### config.mk
export PLATFORM = sky130hd
export DESIGN_NAME = stage_div
export DESIGN_NICKNAME = d
export VERILOG_FILES = /design/src/rtl/stage_div.sv
export SDC_FILE = /design/constraint.sdc
export NUM_CORES = 1
export LEC_CHECK = 0
export CAP_MARGIN = 40
export CORE_AREA = 2 2 144 146
export CTS_CLUSTER_DIAMETER = 120
export DETAILED_ROUTE_END_ITERATION = 8
export DIE_AREA = 0 0 146 148
export GPL_TIMING_DRIVEN = 0
export HOLD_SLACK_MARGIN = 0.02
export MAX_ROUTING_LAYER = met4
export PLACE_DENSITY = 0.74
export SKIP_LAST_GASP = 1
export SLEW_MARGIN = 40
export SYNTH_ARGS = -nofsm -noshare
export SYNTH_HDL_FRONTEND = slang
export SYNTH_SLANG_ARGS = --single-unit
### constraint.sdc
create_clock -name clk -period 4.6 [get_ports clk]
set_clock_uncertainty 0.2 [all_clocks]
set_input_delay 0.92 -clock clk [delete_from_list [all_inputs] [get_ports clk]]
set_output_delay 0.92 -clock clk [all_outputs]
set_load 0.01 [all_outputs]
### src/rtl/stage_div.sv
// stage_div: radix-2 restoring 32-bit signed/unsigned divider, one quotient bit per cycle.
module stage_div (
    input  logic        clk,
    input  logic        rst,
    input  logic        signed_div,
    input  logic [31:0] opdata1,
    input  logic [31:0] opdata2,
    input  logic        start,
    input  logic        annul,
    output logic [63:0] result,
    output logic        ready
);
    typedef enum logic [1:0] {FREE, BY_ZERO, ON, END} state_t;

    state_t      state, state_d;
    logic [64:0] dividend;
    logic [31:0] divisor;
    logic [5:0]  cnt;
    logic        sgn, sign1, sign2;
    logic [32:0] diff;
    logic [31:0] mag1, mag2, quo, rem;
    logic        launch;

    assign launch = start && !annul;
    assign mag1   = (signed_div && opdata1[31]) ? -opdata1 : opdata1;
    assign mag2   = (signed_div && opdata2[31]) ? -opdata2 : opdata2;
    assign diff   = {1'b0, dividend[63:32]} - {1'b0, divisor};
    // Remainder accumulates in [64:33], quotient bits shift into [31:0].
    assign quo    = (sgn && (sign1 ^ sign2)) ? -dividend[31:0] : dividend[31:0];
    assign rem    = (sgn && sign1) ? -dividend[64:33] : dividend[64:33];
    assign ready  = state == END;
    assign result = ready ? {dividend[64:33], dividend[31:0]} : 64'd0;

    always_comb begin
        state_d = state;
        case (state)
            FREE:    state_d = launch ? ((opdata2 == 32'd0) ? BY_ZERO : ON) : FREE;
            BY_ZERO: state_d = annul ? FREE : END;
            ON:      state_d = annul ? FREE : ((cnt == 6'd32) ? END : ON);
            END:     state_d = start ? END : FREE;
            default: state_d = FREE;
        endcase
    end

    always_ff @(posedge clk or negedge rst) begin
        if (!rst) state <= FREE;
        else      state <= state_d;
    end

    always_ff @(posedge clk or negedge rst) begin
        if (!rst) begin
            dividend <= '0;
            divisor  <= '0;
            cnt      <= '0;
            sgn      <= 1'b0;
            sign1    <= 1'b0;
            sign2    <= 1'b0;
        end else begin
            case (state)
                FREE: if (launch) begin
                    dividend <= {32'd0, mag1, 1'b0};
                    divisor  <= mag2;
                    cnt      <= '0;
                    sgn      <= signed_div;
                    sign1    <= opdata1[31];
                    sign2    <= opdata2[31];
                end
                BY_ZERO: dividend <= '0;
                ON: if (!annul) begin
                    if (cnt != 6'd32) begin
                        dividend <= diff[32] ? {dividend[63:0], 1'b0} : {diff[31:0], dividend[31:0], 1'b1};
                        cnt      <= cnt + 6'd1;
                    end else begin
                        dividend <= {rem, 1'b0, quo};
                    end
                end
                default: ;
            endcase
        end
    end
endmodule

==> results of run 1 <==
[synthesized netlist by cell type (6+ instances only)]
library cell,number,area (um^2)
sky130_fd_sc_hd__o21ai_0,144,720.7
sky130_fd_sc_hd__nand2_1,134,503.0
sky130_fd_sc_hd__a21oi_1,113,565.5
sky130_fd_sc_hd__dfrtp_1,108,2703
sky130_fd_sc_hd__nor2_1,99,371.6
sky130_fd_sc_hd__and2_1,72,450.4
sky130_fd_sc_hd__inv_1,62,232.7
sky130_fd_sc_hd__clkbuf_1,55,206.5
sky130_fd_sc_hd__xnor2_1,52,455.4
sky130_fd_sc_hd__xor2_1,48,420.4
sky130_fd_sc_hd__nor3_1,44,220.2
sky130_fd_sc_hd__ha_1,43,538.0
sky130_fd_sc_hd__o211ai_1,18,135.1
sky130_fd_sc_hd__o21a_1,18,135.1
sky130_fd_sc_hd__a31oi_1,16,100.1
sky130_fd_sc_hd__or3_1,15,93.84
sky130_fd_sc_hd__a21o_1,14,105.1
sky130_fd_sc_hd__nand2b_1,14,87.58
sky130_fd_sc_hd__nand3_1,14,70.07
sky130_fd_sc_hd__nor4_1,13,81.33
sky130_fd_sc_hd__o31ai_1,12,90.09
sky130_fd_sc_hd__mux2i_1,11,110.1
sky130_fd_sc_hd__o22ai_1,11,68.82
sky130_fd_sc_hd__a22oi_1,10,75.07
sky130_fd_sc_hd__o221ai_1,9,78.83
sky130_fd_sc_hd__o311ai_0,9,78.83
sky130_fd_sc_hd__o41ai_1,9,78.83
sky130_fd_sc_hd__or4_1,8,60.06
sky130_fd_sc_hd__buf_2,7,35.03
sky130_fd_sc_hd__nor2b_1,7,43.79
sky130_fd_sc_hd__o2111ai_1,7,61.31
sky130_fd_sc_hd__o21bai_1,7,52.55
sky130_fd_sc_hd__a32oi_1,6,52.55
sky130_fd_sc_hd__clkbuf_8,6,82.58
sky130_fd_sc_hd__or2_2,6,37.54
[layout make-up]
type	count	area, um^2
Buffer	74	395.4
Clock buffer	11	252.7
Clock inverter	5	35.03
Fill cell	1934	7960
Inverter	63	236.5
Multi-Input combinational cell	1069	6755
Sequential cell	108	2703
Tap cell	270	337.8
Timing Repair Buffer	134	1364
[through the flow]
step / std cells / total power, uW / hold WS [ns] / utilization [%]
finish: 1734 / 3700 / 0.2530 / 60.28
global route: 1734 / 3943 / 0.2882 / 60.28
CTS: 1734 / 3666 / 0.2713 / 60.25
detailed placement: 1718 / 2879 / 0.2702 / 58.81
global placement: 1717 / 2842 / 0.2614 / 58.57
floorplan: 1314 / 2413 / 0.2498 / -
[state kept, by name, summed over array words and instances, names as in the netlist]
name / flops
sign1: 1
state: 2
sgn: 1
dividend: 65
divisor: 32
cnt: 6
sign2: 1
[per-layer routing]
metal,share of wire (%),track usage (%)
met1,44,42.26
met3,8.0,5.463
met2,45,50.19
met5,0,-
met4,2.5,9.515
[cells by family after synthesis]
family	count (synthesis)
adder cells (fa/ha/maj)	44
AND/OR/NAND/NOR	474
flip-flops	108
XOR/XNOR	100
AO/OA/AOI/OAI	436
buffers and inverters	137
multiplexers	15
[report_power, final]
part	internal (uW)	total, uW	switching (uW)	leakage [uW]
logic	645	1560	911	0.00346
registers	1130	1340	215	0.00139
clock network	399	801	402	0.000142
total	2170	3700	1530	0.00499
[worst max-delay path: cells and delay by family (launching register included)]
kind / cells / cell delay (ns)
AOI/OAI and AO/OA: 5 / 1.82
adders and majority gates: 1 / 0.38
buffers and inverters: 2 / 0.94
DFF: 1 / 0.48
and+or+nand+nor: 2 / 0.27
[worst paths after layout]
check                                   from      endpoint  slack, ns
worst min-delay path                     rst        cnt[4]       0.25
min in group clk                 divisor[28]   divisor[28]       0.28
worst max register to register  dividend[61]  dividend[57]       0.39
max in group asynchronous                rst   divisor[11]       3.27
worst min register to register   divisor[28]   divisor[28]       0.28
worst max-delay path            dividend[61]  dividend[57]       0.39
==> impl_results.md, run 1 <==
* Average wire length per cell after detail routing at 19.48 um
* Aggregate routed wire length at 33,770 um
* Synth async-reset ratio at 100.0%
* Synthesized area at 10,070 um^2
* Final Max Slew Viols at 0
* Remaining global-route overflow at 0
* Antenna diode count at 0
* CTS Root Cell: sky130_fd_sc_hd__clkbuf_16
* Clock sinks at 108
* Maximum level of the CTS H-tree at 3
* R2R cell count at 10
* Die outline width at 146 um
* Max_cap viols at 0
* VDD IR max at 0.1872 mV
* Number of nets in the synthesized netlist at 1,427
* Share of cell area taken by muxes after synthesis at 1.541%
* CP peak stage delay at 0.71 ns
* Placed standard-cell area at 11,790 um^2
* Routability cong. at 0.9547
* Gate Count Post-Synth at 1,314
* Synthesis Warnings at 0
* Register area share after synthesis at 26.84%
* CTS-repair resized insts at 0
* Max clock buf depth at 2
* Number of nets in the final layout at 1,572
* Worst slew slack as a fraction of its limit at 45.20%
* First-pass iteration count of the detailed router at 7
* Final TNS setup at 0 ns
* Cell-by-cell trace of the critical path: ha_1 > a21oi_1 > nor2_1 > a2111oi_0 > nand4_1 > a22oi_1 > buf_2 > buf_1 > o21ai_0 > o221a_2
* Vias at 10,700
* Clock-pin slew on the worst setup and hold paths at 0.07 ns
* Placement Rows at 52
* Final setup fails at 0
* Classification of the worst setup path: flip-flop to flip-flop
* Critical Path Source Type: flip-flop
* Highest clock rate at 237.3 MHz
* Commonest cells after routing, fill and taps aside: sky130_fd_sc_hd__o21ai_0, sky130_fd_sc_hd__nand2_1, sky130_fd_sc_hd__clkdlybuf4s50_1, sky130_fd_sc_hd__a21oi_1, sky130_fd_sc_hd__dfrtp_1
* Iter 0 DRT Violations at 1,044
* Area share of and/or/nand/nor cells after synthesis at 24.39%
* Global-route wire length before repair at 53,390 um
* Leading cell type in the layout, fill and taps excluded: sky130_fd_sc_hd__o21ai_0
* Power Dens Cells at 306.3 nW/um^2
* Post-CTS Setup Bufs at 0
* Final standard cell area without fillers at 12,080 um^2
* Initial core utilization at 50.24%
* Synth cell types at 77
* Post-route worst setup slack at 0.3862 ns
* Category of the worst setup path capture point: flip-flop
* CTS Hold Bufs at 0
* Crit path time final at 4.214 ns
* Remaining antenna violation count after routing at 0
* Most common flop cell mapped by yosys: sky130_fd_sc_hd__dfrtp_1
* CP max-delay cell: sky130_fd_sc_hd__a2111oi_0
* Compound-Gate Fraction of Synth Area at 26.72%
* Post-Synth XOR/XNOR Area at 8.699%
* Synth-to-Final Area Change at 19.97%
* TritonCTS clock tree: built
* Worst min-delay path class: input port to async pin
* Setup repair after global routing missed its margin: false
* Critical Path RT at 4.66 ns
* Dominant combinational cell family by area after synthesis: compound AO/OA/AOI/OAI gates
* DP HPWL at 25,510 um
* Flip-flop and latch count after synthesis at 108
* Area inside the core boundary at 20,040 um^2
* Outcome: finished, final reports clean
* Mean post-synth cell area at 7.662 um^2
* Via density at 6.170
* Post-placement setup slack at 0.3255 ns
* Transition time at the pin with the least slew margin at 0.8151 ns
* Number of antenna violations at the first check in global routing at 0
* Maximum number of pins on one net before global-route repair at 64
* Number of enable flip-flop cells after synthesis at 0
* Maximum net fanout on the critical path at 10
* Total CTS buffers at 9
* Crit share post-route at 91.60%
* Clock latency reported for the late side of the worst-skew pair at 0.37 ns
* Total Die Area at 21,610 um^2
* Number of global-route vias before repair at 9,955
* Arrival @ worst endpoint at 4.27 ns
* I/O pin count at 134
* Arithmetic-cell share of the synthesized area counting full adders, half adders and majority gates at 5.542%
* IO buf count at 133
* Share of final-layout standard cells stronger than drive strength 1 at 4.850%
* Static leakage power at 0.004992 uW
* Final routed DRC violation total at 0
* Die Span Y at 148 um
* Overall routing resource usage at 31.85%
* Hold Vio Cnt, Final at 0
Note: power is estimated with default switching activity, not from simulation.
==> run 2, diff against run 1 <==
--- a/config.mk
+++ b/config.mk
@@ -13,7 +13,7 @@
 export GPL_TIMING_DRIVEN = 0
 export HOLD_SLACK_MARGIN = 0.02
 export MAX_ROUTING_LAYER = met4
-export PLACE_DENSITY = 0.74
+export PLACE_DENSITY = 0.83
 export SKIP_LAST_GASP = 1
 export SLEW_MARGIN = 40
 export SYNTH_ARGS = -nofsm -noshare
==> run 2 against run 1 <==
Critical path depth down 5. Flip-flop and latch count unchanged. Non-clock buffer count unchanged. Count of clock-buffer cells in the layout fell by 1. Total power grew 2.1%. Critical path type is now flip-flop to primary output.
==> impl_results.md, run 2 (synthesis results as in run 1) <==
* Outcome: finished, final reports clean
* Number of nets in the final layout at 1,572 (unchanged)
* Worst slew slack as a fraction of its limit at 34.63% (-11 points)
* VDD IR max at 0.2120 mV (+13%)
* Transition time at the pin with the least slew margin at 0.9769 ns (+0.1618 ns)
* Register with the most flip-flops: dividend
* Worst min-delay path class: input port to async pin
* Number of global-route vias before repair at 10,120 (+1.7%)
* Overall routing resource usage at 30.70% (-1.1 points)
* Arrival @ worst endpoint at 3.06 ns (-1.21 ns)
* Commonest cells after routing, fill and taps aside: sky130_fd_sc_hd__o21ai_0, sky130_fd_sc_hd__nand2_1, sky130_fd_sc_hd__clkdlybuf4s50_1, sky130_fd_sc_hd__a21oi_1, sky130_fd_sc_hd__dfrtp_1
* Remaining global-route overflow at 0 (unchanged)
* Final routed DRC violation total at 0 (unchanged)
* Die Span Y at 148 um (unchanged)
* Placement Rows at 52 (unchanged)
* Reg2reg end: dividend[61]
* Post-placement setup slack at 0.2159 ns (-0.1097 ns)
* Aggregate routed wire length at 32,680 um (-3.2%)
* Leading cell type in the layout, fill and taps excluded: sky130_fd_sc_hd__o21ai_0
* Crit path top cell by count: sky130_fd_sc_hd__clkbuf_1
* Post-route worst setup slack at 0.4159 ns (+0.02968 ns)
* Maximum net fanout on the critical path at 10 (unchanged)
* Destination of the critical timing path: result[31]
* Dpl cells at 1,718 (unchanged)
* Hold Vio Cnt, Final at 0 (unchanged)
* CP peak stage delay at 0.63 ns (-0.08 ns)
* Number of flip-flops in the largest register at 65 (unchanged)
* Maximum level of the CTS H-tree at 3 (unchanged)
* Post-route non-filler standard cell count at 1,734 (unchanged)
* IO buf count at 133 (unchanged)
* Remaining antenna violation count after routing at 0 (unchanged)
* CTS-repair resized insts at 0 (unchanged)
* Via density at 6.228 (+0.95%)
* Crit path time final at 4.184 ns (-0.02968 ns)
* CP max-delay cell: sky130_fd_sc_hd__clkbuf_1
* Static leakage power at 0.005000 uW (+0.16%)
* Max_cap viols at 0 (unchanged)
* Routability cong. at 0.9886 (+3.6%)
* DP HPWL at 24,810 um (-2.7%)
* Largest registers: dividend x65, divisor x32, cnt x6
* Area inside the core boundary at 20,040 um^2 (unchanged)
* Global-route wire length before repair at 52,220 um (-2.2%)
* Highest clock rate at 239.0 MHz (+0.71%)
* Clock-pin slew on the worst setup and hold paths at 0.08 ns (about the same)
* Die outline width at 146 um (unchanged)
* Classification of the worst setup path: flip-flop to primary output
* I/O pin count at 134 (unchanged)
* Power Dens Cells at 312.2 nW/um^2 (+1.9%)
* TritonCTS clock tree: built
* Post-route total power at 3778 uW (+2.1%)
* Critical Path Source Type: flip-flop
* Total CTS buffers at 9 (unchanged)
* Critical Path RT at 3.48 ns (-1.18 ns)
* CTS Root Cell: sky130_fd_sc_hd__clkbuf_16
* Final setup fails at 0 (unchanged)
* Final standard cell area without fillers at 12,100 um^2 (+0.21%)
* Placed standard-cell area at 11,780 um^2 (about the same)
* First-pass iteration count of the detailed router at 6 (-1)
* Final TNS setup at 0 ns (unchanged)
* R2R cell count at 10 (unchanged)
* Vias at 10,800 (+0.95%)
* Iter 0 DRT Violations at 1,199 (+15%)
* Category of the worst setup path capture point: primary output
* Synth-to-Final Area Change at 20.22%
* Number of antenna violations at the first check in global routing at 1 (+1)
* Average wire length per cell after detail routing at 18.84 um (-3.2%)
* Worst r2r src: dividend[61]
* Share of final-layout standard cells stronger than drive strength 1 at 4.580% (-0.27 points)
* Initial core utilization at 50.24% (unchanged)
* Maximum number of pins on one net before global-route repair at 60 (-6.3%)
* Clock sinks at 108 (unchanged)
* CTS Hold Bufs at 0 (unchanged)
* Crit path launch: state[0]
* Cell-by-cell trace of the critical path: ha_1 > clkbuf_1 > clkbuf_1 > and2_1 > clkdlybuf4s50_1
* Total Die Area at 21,610 um^2 (unchanged)
* Crit share post-route at 90.96% (-0.65 points)
* Max clock buf depth at 2 (unchanged)
* Flop-to-flop setup slack at 0.70 ns (+0.31 ns)
* Clock latency reported for the late side of the worst-skew pair at 0.36 ns (about the same)
* Final Max Slew Viols at 0 (unchanged)
* Setup repair after global routing missed its margin: false
* Post-CTS Setup Bufs at 0 (unchanged)
-- run 2: changes by cell type in the layout (fill, tap and decap cells not counted), sizes merged --
cell and change:
clkinv -2, diode +1, clkbuf -1, bufinv +2
-- run 2: worst min-delay path by stage --
stage	to	slack [ns]	cells past startpoint
6_report	dividend[24]	0.25	1
5_1_grt	dividend[24]	0.27	1
4_1_cts	cnt[4]	0.27	1
3_5_place_dp	divisor[3]	0.27	2
3_3_place_gp	divisor[30]	0.26	2
2_1_floorplan	divisor[10]	0.25	2
-- run 2: stage by stage --
stage,hold WS [ns],utilization (%)
after floorplan,0.2498,-
after global placement,0.2645,58.57
after detailed placement,0.2707,58.77
after CTS,0.2709,60.39
after global routing,0.2713,60.40
final,0.2542,60.40
-- run 2: layout make-up --
type	count	area [um^2]
clock inverters	5	85.08
flip-flops and latches	108	2703
well taps	270	337.8
diodes	1	2.502
fillers	1842	7935
inverters	63	236.5
plain buffers	74	394.1
clock buffers	10	239.0
multi-input cells	1069	6743
repair buffers	134	1364
-- run 2: metal layers --
metal  GRT usage [%]  share of wire [%]  vias up
met5               -                  0        -
met4           11.80                3.7        0
met3           5.864                 10      105
met2           46.53                 45      638
met1           40.88                 41     5037
li1                -                  -     5020
-- run 2: worst max-delay path: cells and delay by family (launching register included) --
kind,cells,cell delay (ns)
buffers and inverters,3,1.71
AND/OR/NAND/NOR,1,0.28
flip-flops,1,0.38
adder cells (fa/ha/maj),1,0.33
-- run 2: where the power goes --
part | internal, uW | switching (uW) | leakage, uW
sequential | 1130 | 213 | 0.00139
clock | 493 | 381 | 0.000155
combinational | 644 | 919 | 0.00346
==> run 3, diff against run 2 <==
--- a/config.mk
+++ b/config.mk
@@ -7,7 +7,7 @@
 export LEC_CHECK = 0
 export CAP_MARGIN = 40
 export CORE_AREA = 2 2 144 146
-export CTS_CLUSTER_DIAMETER = 120
+export CTS_CLUSTER_DIAMETER = 30
 export DETAILED_ROUTE_END_ITERATION = 8
 export DIE_AREA = 0 0 146 148
 export GPL_TIMING_DRIVEN = 0
==> results of run 3 <==
Final layout, timing and power as in run 2 (identical DEF).
==> variant 1 (config.mk and constraints of run 3) <==
The 4 states of `state_t` get a one-hot encoding in 4 bits.
--- a/src/rtl/stage_div.sv
+++ b/src/rtl/stage_div.sv
@@ -11,5 +11,5 @@
     output logic        ready
 );
-    typedef enum logic [1:0] {FREE, BY_ZERO, ON, END} state_t;
+    typedef enum logic [3:0] {FREE = 4'b0001, BY_ZERO = 4'b0010, ON = 4'b0100, END = 4'b1000} state_t;
 
     state_t      state, state_d;
Formal check against the unedited RTL: no difference found for any inputs over 10 cycles, from zero or initial values and one cycle with rst low; not proved beyond that.
==> variant 1 against run 3 <==
  * Wire length grew 11%
  * Synthesized area grew 0.31%
  * Total power shrank 4.1%
  * Critical endpoint is now result[46]
  * Final area is essentially flat
  * Worst setup slack lost 0.34 ns
  * Sequential cell count grew 2
  * Sequential share of layout area grew 0.42 points
  * Die area is the same
==> variant 1: results (changes against run 3) <==
Avg WL per Cell = 20.6 µm (+9.3%)
VDD IR max = 0.205 mV (-3.2%)
GR Util All Layers = 0.339 (+0.0318)
Placed cells = 1741 (+1.3%)
Syn Nets = 1446 (+1.3%)
Antenna violations before repair = 0 (-1)
Seq pwr = 1.29 mW (-4%)
Place WS = 0.121 ns (-0.0946 ns)
N_diodes = 0 (-1)
Layout cells sized above 1 = 0.0303 (-0.0155)
RD Place Congestion = 1.02 (+2.9%)
Global-route wire length before repair = 56.4 mm (+8.0%)
Largest net degree at the start of global routing = 76 (+27%)
Non-Filler Instances = 1756 (+1.3%)
Outcome = completed
Ranking of synthesized cells by area = dfrtp_1 27%, o21ai_0 5.9%, nand2_1 5.2%, xnor2_1 5.1%, a21oi_1 4.9%
CP arrival = 3.40 ns (+0.34 ns)
Netlist cell types = 79 (+2.6%)
Adder-Cell Fraction of Synth Area = 0.0503 (-0.00513)
Worst slew margin = 0.387 (+0.0409)
Compound-Gate Fraction of Synth Area = 0.266 (-0.00157)
Initial DRC Count = 1463 (+22%)
Synth Instances = 1337 (+1.8%)
Leak pwr = 4.84 nW (-3.1%)
Via density per instance = 6.38 (+2.4%)
-- variant 1: worst max-delay path, stage by stage (launching register included) --
cell             delay [ns]
dfrtp_1                0.32
clkbuf_1               0.36
nor4b_4                0.48
clkbuf_1               0.61
clkbuf_1               0.41
and2_1                 0.27
clkdlybuf4s50_1        0.58
-- variant 1: metal layers --
| layer | part of all wire | wire length, µm | global-route usage |
|---|---|---|---|
| met4 | 0.038 | 1380 | 0.142 |
| met5 | 0 | 0 | - |
| met3 | 0.10 | 3780 | 0.0676 |
| met2 | 0.45 | 16200 | 0.510 |
| met1 | 0.41 | 14800 | 0.447 |
-- variant 1: final timing paths --
check	start	end	slack (ns)	cells after the start
worst max-delay path	state[3]$_DFF_PN0_	result[46]	0.08	6
worst min register to register	divisor[12]$_DFFE_PN0P_	divisor[12]$_DFFE_PN0P_	0.28	2
min in group clk	divisor[12]$_DFFE_PN0P_	divisor[12]$_DFFE_PN0P_	0.28	2
worst min-delay path	rst	dividend[30]$_DFFE_PN0P_	0.23	1
worst max register to register	state[1]$_DFF_PN0_	state[2]$_DFF_PN0_	0.12	10
max in group asynchronous	rst	dividend[51]$_DFFE_PN0P_	3.27	2
-- variant 1: kinds of logic (layout without fill, tap and decap cells) --
kind of cell,count (synthesis),after routing
and+or+nand+nor,505,505
muxes,9,9
adders and majority gates,40,40
buffers and inverters,148,297
AOI/OAI and AO/OA,419,419
xor gates and xnor gates,106,106
DFF,110,110
-- variant 1: final cells by class --
type | instances | area [µm²]
Timing Repair Buffer | 134 | 1360
Inverter | 64 | 240
Clock buffer | 12 | 246
Buffer | 84 | 318
Fill cell | 1915 | 7930
Sequential cell | 110 | 2750
Multi-Input combinational cell | 1079 | 6820
Tap cell | 270 | 338
Clock inverter | 3 | 21.3
==> variant 2 (config.mk and constraints of run 3) <==
Made on the original files. Register the input `signed_div` before use, with the module's reset. The logic sees it one clock later. The other inputs are not delayed to match.
--- a/src/rtl/stage_div.sv
+++ b/src/rtl/stage_div.sv
@@ -13,4 +13,14 @@
     typedef enum logic [1:0] {FREE, BY_ZERO, ON, END} state_t;
 
+    logic signed_div_q;
+
+    always_ff @(posedge clk or negedge rst) begin
+        if (!rst) begin
+            signed_div_q <= '0;
+        end else begin
+            signed_div_q <= signed_div;
+        end
+    end
+
     state_t      state, state_d;
     logic [64:0] dividend;
@@ -23,6 +33,6 @@
 
     assign launch = start && !annul;
-    assign mag1   = (signed_div && opdata1[31]) ? -opdata1 : opdata1;
-    assign mag2   = (signed_div && opdata2[31]) ? -opdata2 : opdata2;
+    assign mag1   = (signed_div_q && opdata1[31]) ? -opdata1 : opdata1;
+    assign mag2   = (signed_div_q && opdata2[31]) ? -opdata2 : opdata2;
     assign diff   = {1'b0, dividend[63:32]} - {1'b0, divisor};
     // Remainder accumulates in [64:33], quotient bits shift into [31:0].
@@ -62,5 +72,5 @@
                     divisor  <= mag2;
                     cnt      <= '0;
-                    sgn      <= signed_div;
+                    sgn      <= signed_div_q;
                     sign1    <= opdata1[31];
                     sign2    <= opdata2[31];
Check against the original RTL: same outputs for any inputs over 10 cycles, from zero or initial values and one cycle with rst low; that may be too few to reach the edited logic, so the function may still have changed.
==> variant 2 against run 3 <==
  * Utilization up 0.31 points
  * Sequential cell count is 1 higher
  * Final area up 0.51%
  * Wire length rose by 5.8%
  * Final cell count up 1.4%
  * Synthesized area is 0.47% higher
  * Total power down 19%
  * Worst setup slack better by 0.23 ns
==> variant 2: results (changes against run 3) <==
Biggest regs = dividend: 65 flops, divisor: 32 flops, cnt: 6 flops
Hold Crit Class = input pin to async pin
Avg WL per Cell = 19.6 µm (+4.3%)
Ranking of synthesized cells by area = dfrtp_1 27%, o21ai_0 6.6%, a21oi_1 5.7%, nand2_1 5.7%, ha_1 5.3%
Netlist cell types = 73 (-5.2%)
Slowest CP cell = clkbuf_1
Antenna violations before repair = 0 (-1)
Area post-placement = 0.0118 mm² (+0.44%)
Gates resized, CTS repair = 0 (unchanged)
CTS clk-pin slew, worst paths = 0.08 ns (about the same)
Synthesis warning total = 0 (unchanged)
Postcts setup bufs = 0 (unchanged)
Vias in the first global route = 10300 (+1.5%)
Htree depth = 3 (unchanged)
Syn Nets = 1451 (+1.7%)
Layout cells sized above 1 = 0.0396 (-0.00617)
Global-route wire length before repair = 54.0 mm (+3.5%)
Initial DRC Count = 1071 (-11%)
Ys async rst share = 1.00 (unchanged)
CP arrival = 2.84 ns (-0.22 ns)
Via count = 11100 (+3.1%)
Worst reg-to-reg path cell count = 10 (unchanged)
GR Util All Layers = 0.322 (+0.0152)
HPWL Detailed = 26.5 mm (+6.7%)
Outcome = completed
Commonest cells in the netlist = 153 x nand2_1, 133 x o21ai_0, 115 x a21oi_1, 109 x dfrtp_1, 98 x nor2_1
Final Net Count = 1597 (+1.6%)
Pre-antenna DRT Iters = 6 (unchanged)
CTS Buffer Depth = 2 (unchanged)
Worst slew margin = 0.411 (+0.0647)
CTS Root Cell = clkbuf_16
IO buf count = 133 (unchanged)
Layout fillers = 1859 (+0.92%)
Worst Path Max Fanout = 10 (unchanged)
Compound-Gate Fraction of Synth Area = 0.276 (+0.00926)
RD Place Congestion = 0.973 (-1.6%)
VDD IR max = 0.244 mV (+15%)
Top delay family on crit path = buffers and inverters
Total CTS buffers = 9 (unchanged)
Hold-fix buffer count after cts = 0 (unchanged)
Primary FF master, synth = dfrtp_1
Largest net degree at the start of global routing = 73 (+22%)
N_diodes = 0 (-1)
Post-synthesis xor/xnor area fraction = 0.0779 (-0.00907)
Adder-Cell Fraction of Synth Area = 0.0552 (-0.000260)
Crit path largest cell delay = 0.61 ns (-0.02 ns)
Leak pwr = 4.98 nW (-0.44%)
Clk Latency, worst-skew pair = 0.37 ns
Sequential area share after synthesis = 0.270 (+0.00121)
Mux cell area share after synthesis = 0.0165 (+0.00104)
variant 2: stage by stage:
step	std cells	power (mW)	setup WS (ns)	hold slack, ns
CTS	1759	3.04	0.704	0.233
detailed placement	1743	2.17	0.324	0.271
global placement	1741	2.14	-1.97	0.265
global route	1759	3.23	0.478	0.237
finish	1759	3.06	0.642	0.209
floorplan	1338	1.84	1.19	0.250
variant 2: cell type report:
class / instances / area (µm²) / area share
multi-input combinational: 1096 / 6900 / 0.567
clock buffer: 11 / 243 / 0.0200
buffer: 79 / 305 / 0.0251
sequential: 109 / 2730 / 0.224
clock inverter: 5 / 81.3 / 0.00669
tap: 270 / 338 / 0.0278
inverter: 54 / 203 / 0.0167
timing repair buffer: 135 / 1370 / 0.113
variant 2: worst paths after layout:
path                                          startpoint                        to  slack [ns]
min in group clk                 divisor[29]$_DFFE_PN0P_   divisor[29]$_DFFE_PN0P_        0.28
worst max register to register  dividend[39]$_DFFE_PN0P_  dividend[64]$_DFFE_PN0P_        0.65
worst min register to register   divisor[29]$_DFFE_PN0P_   divisor[29]$_DFFE_PN0P_        0.28
max in group asynchronous                            rst   divisor[24]$_DFFE_PN0P_        3.31
worst max-delay path                  state[1]$_DFF_PN0_                result[25]        0.64
worst min-delay path                                 rst  dividend[18]$_DFFE_PN0P_        0.21
variant 2: cell families (layout without fill, tap and decap cells):
logic type,Yosys count,after routing
XOR/XNOR,90,90
adder cells (fa/ha/maj),44,44
AND/OR/NAND/NOR,504,504
AO/OA/AOI/OAI,442,442
multiplexers,16,16
buffers and inverters,133,284
flip-flops,109,109
variant 2: metal layers:
metal | wire (µm) | track usage
met1 | 15000 | 0.447
met2 | 15300 | 0.476
met3 | 3230 | 0.0565
met4 | 1030 | 0.114
met5 | 0 | -
variant 2: power by group:
group          leakage (nW)  switching, mW  internal [mW]  total, mW
logic                  3.42          0.589          0.384      0.974
clock network         0.156          0.390          0.495      0.885
registers              1.40          0.125           1.08       1.21
total                  4.98           1.10           1.96       3.06
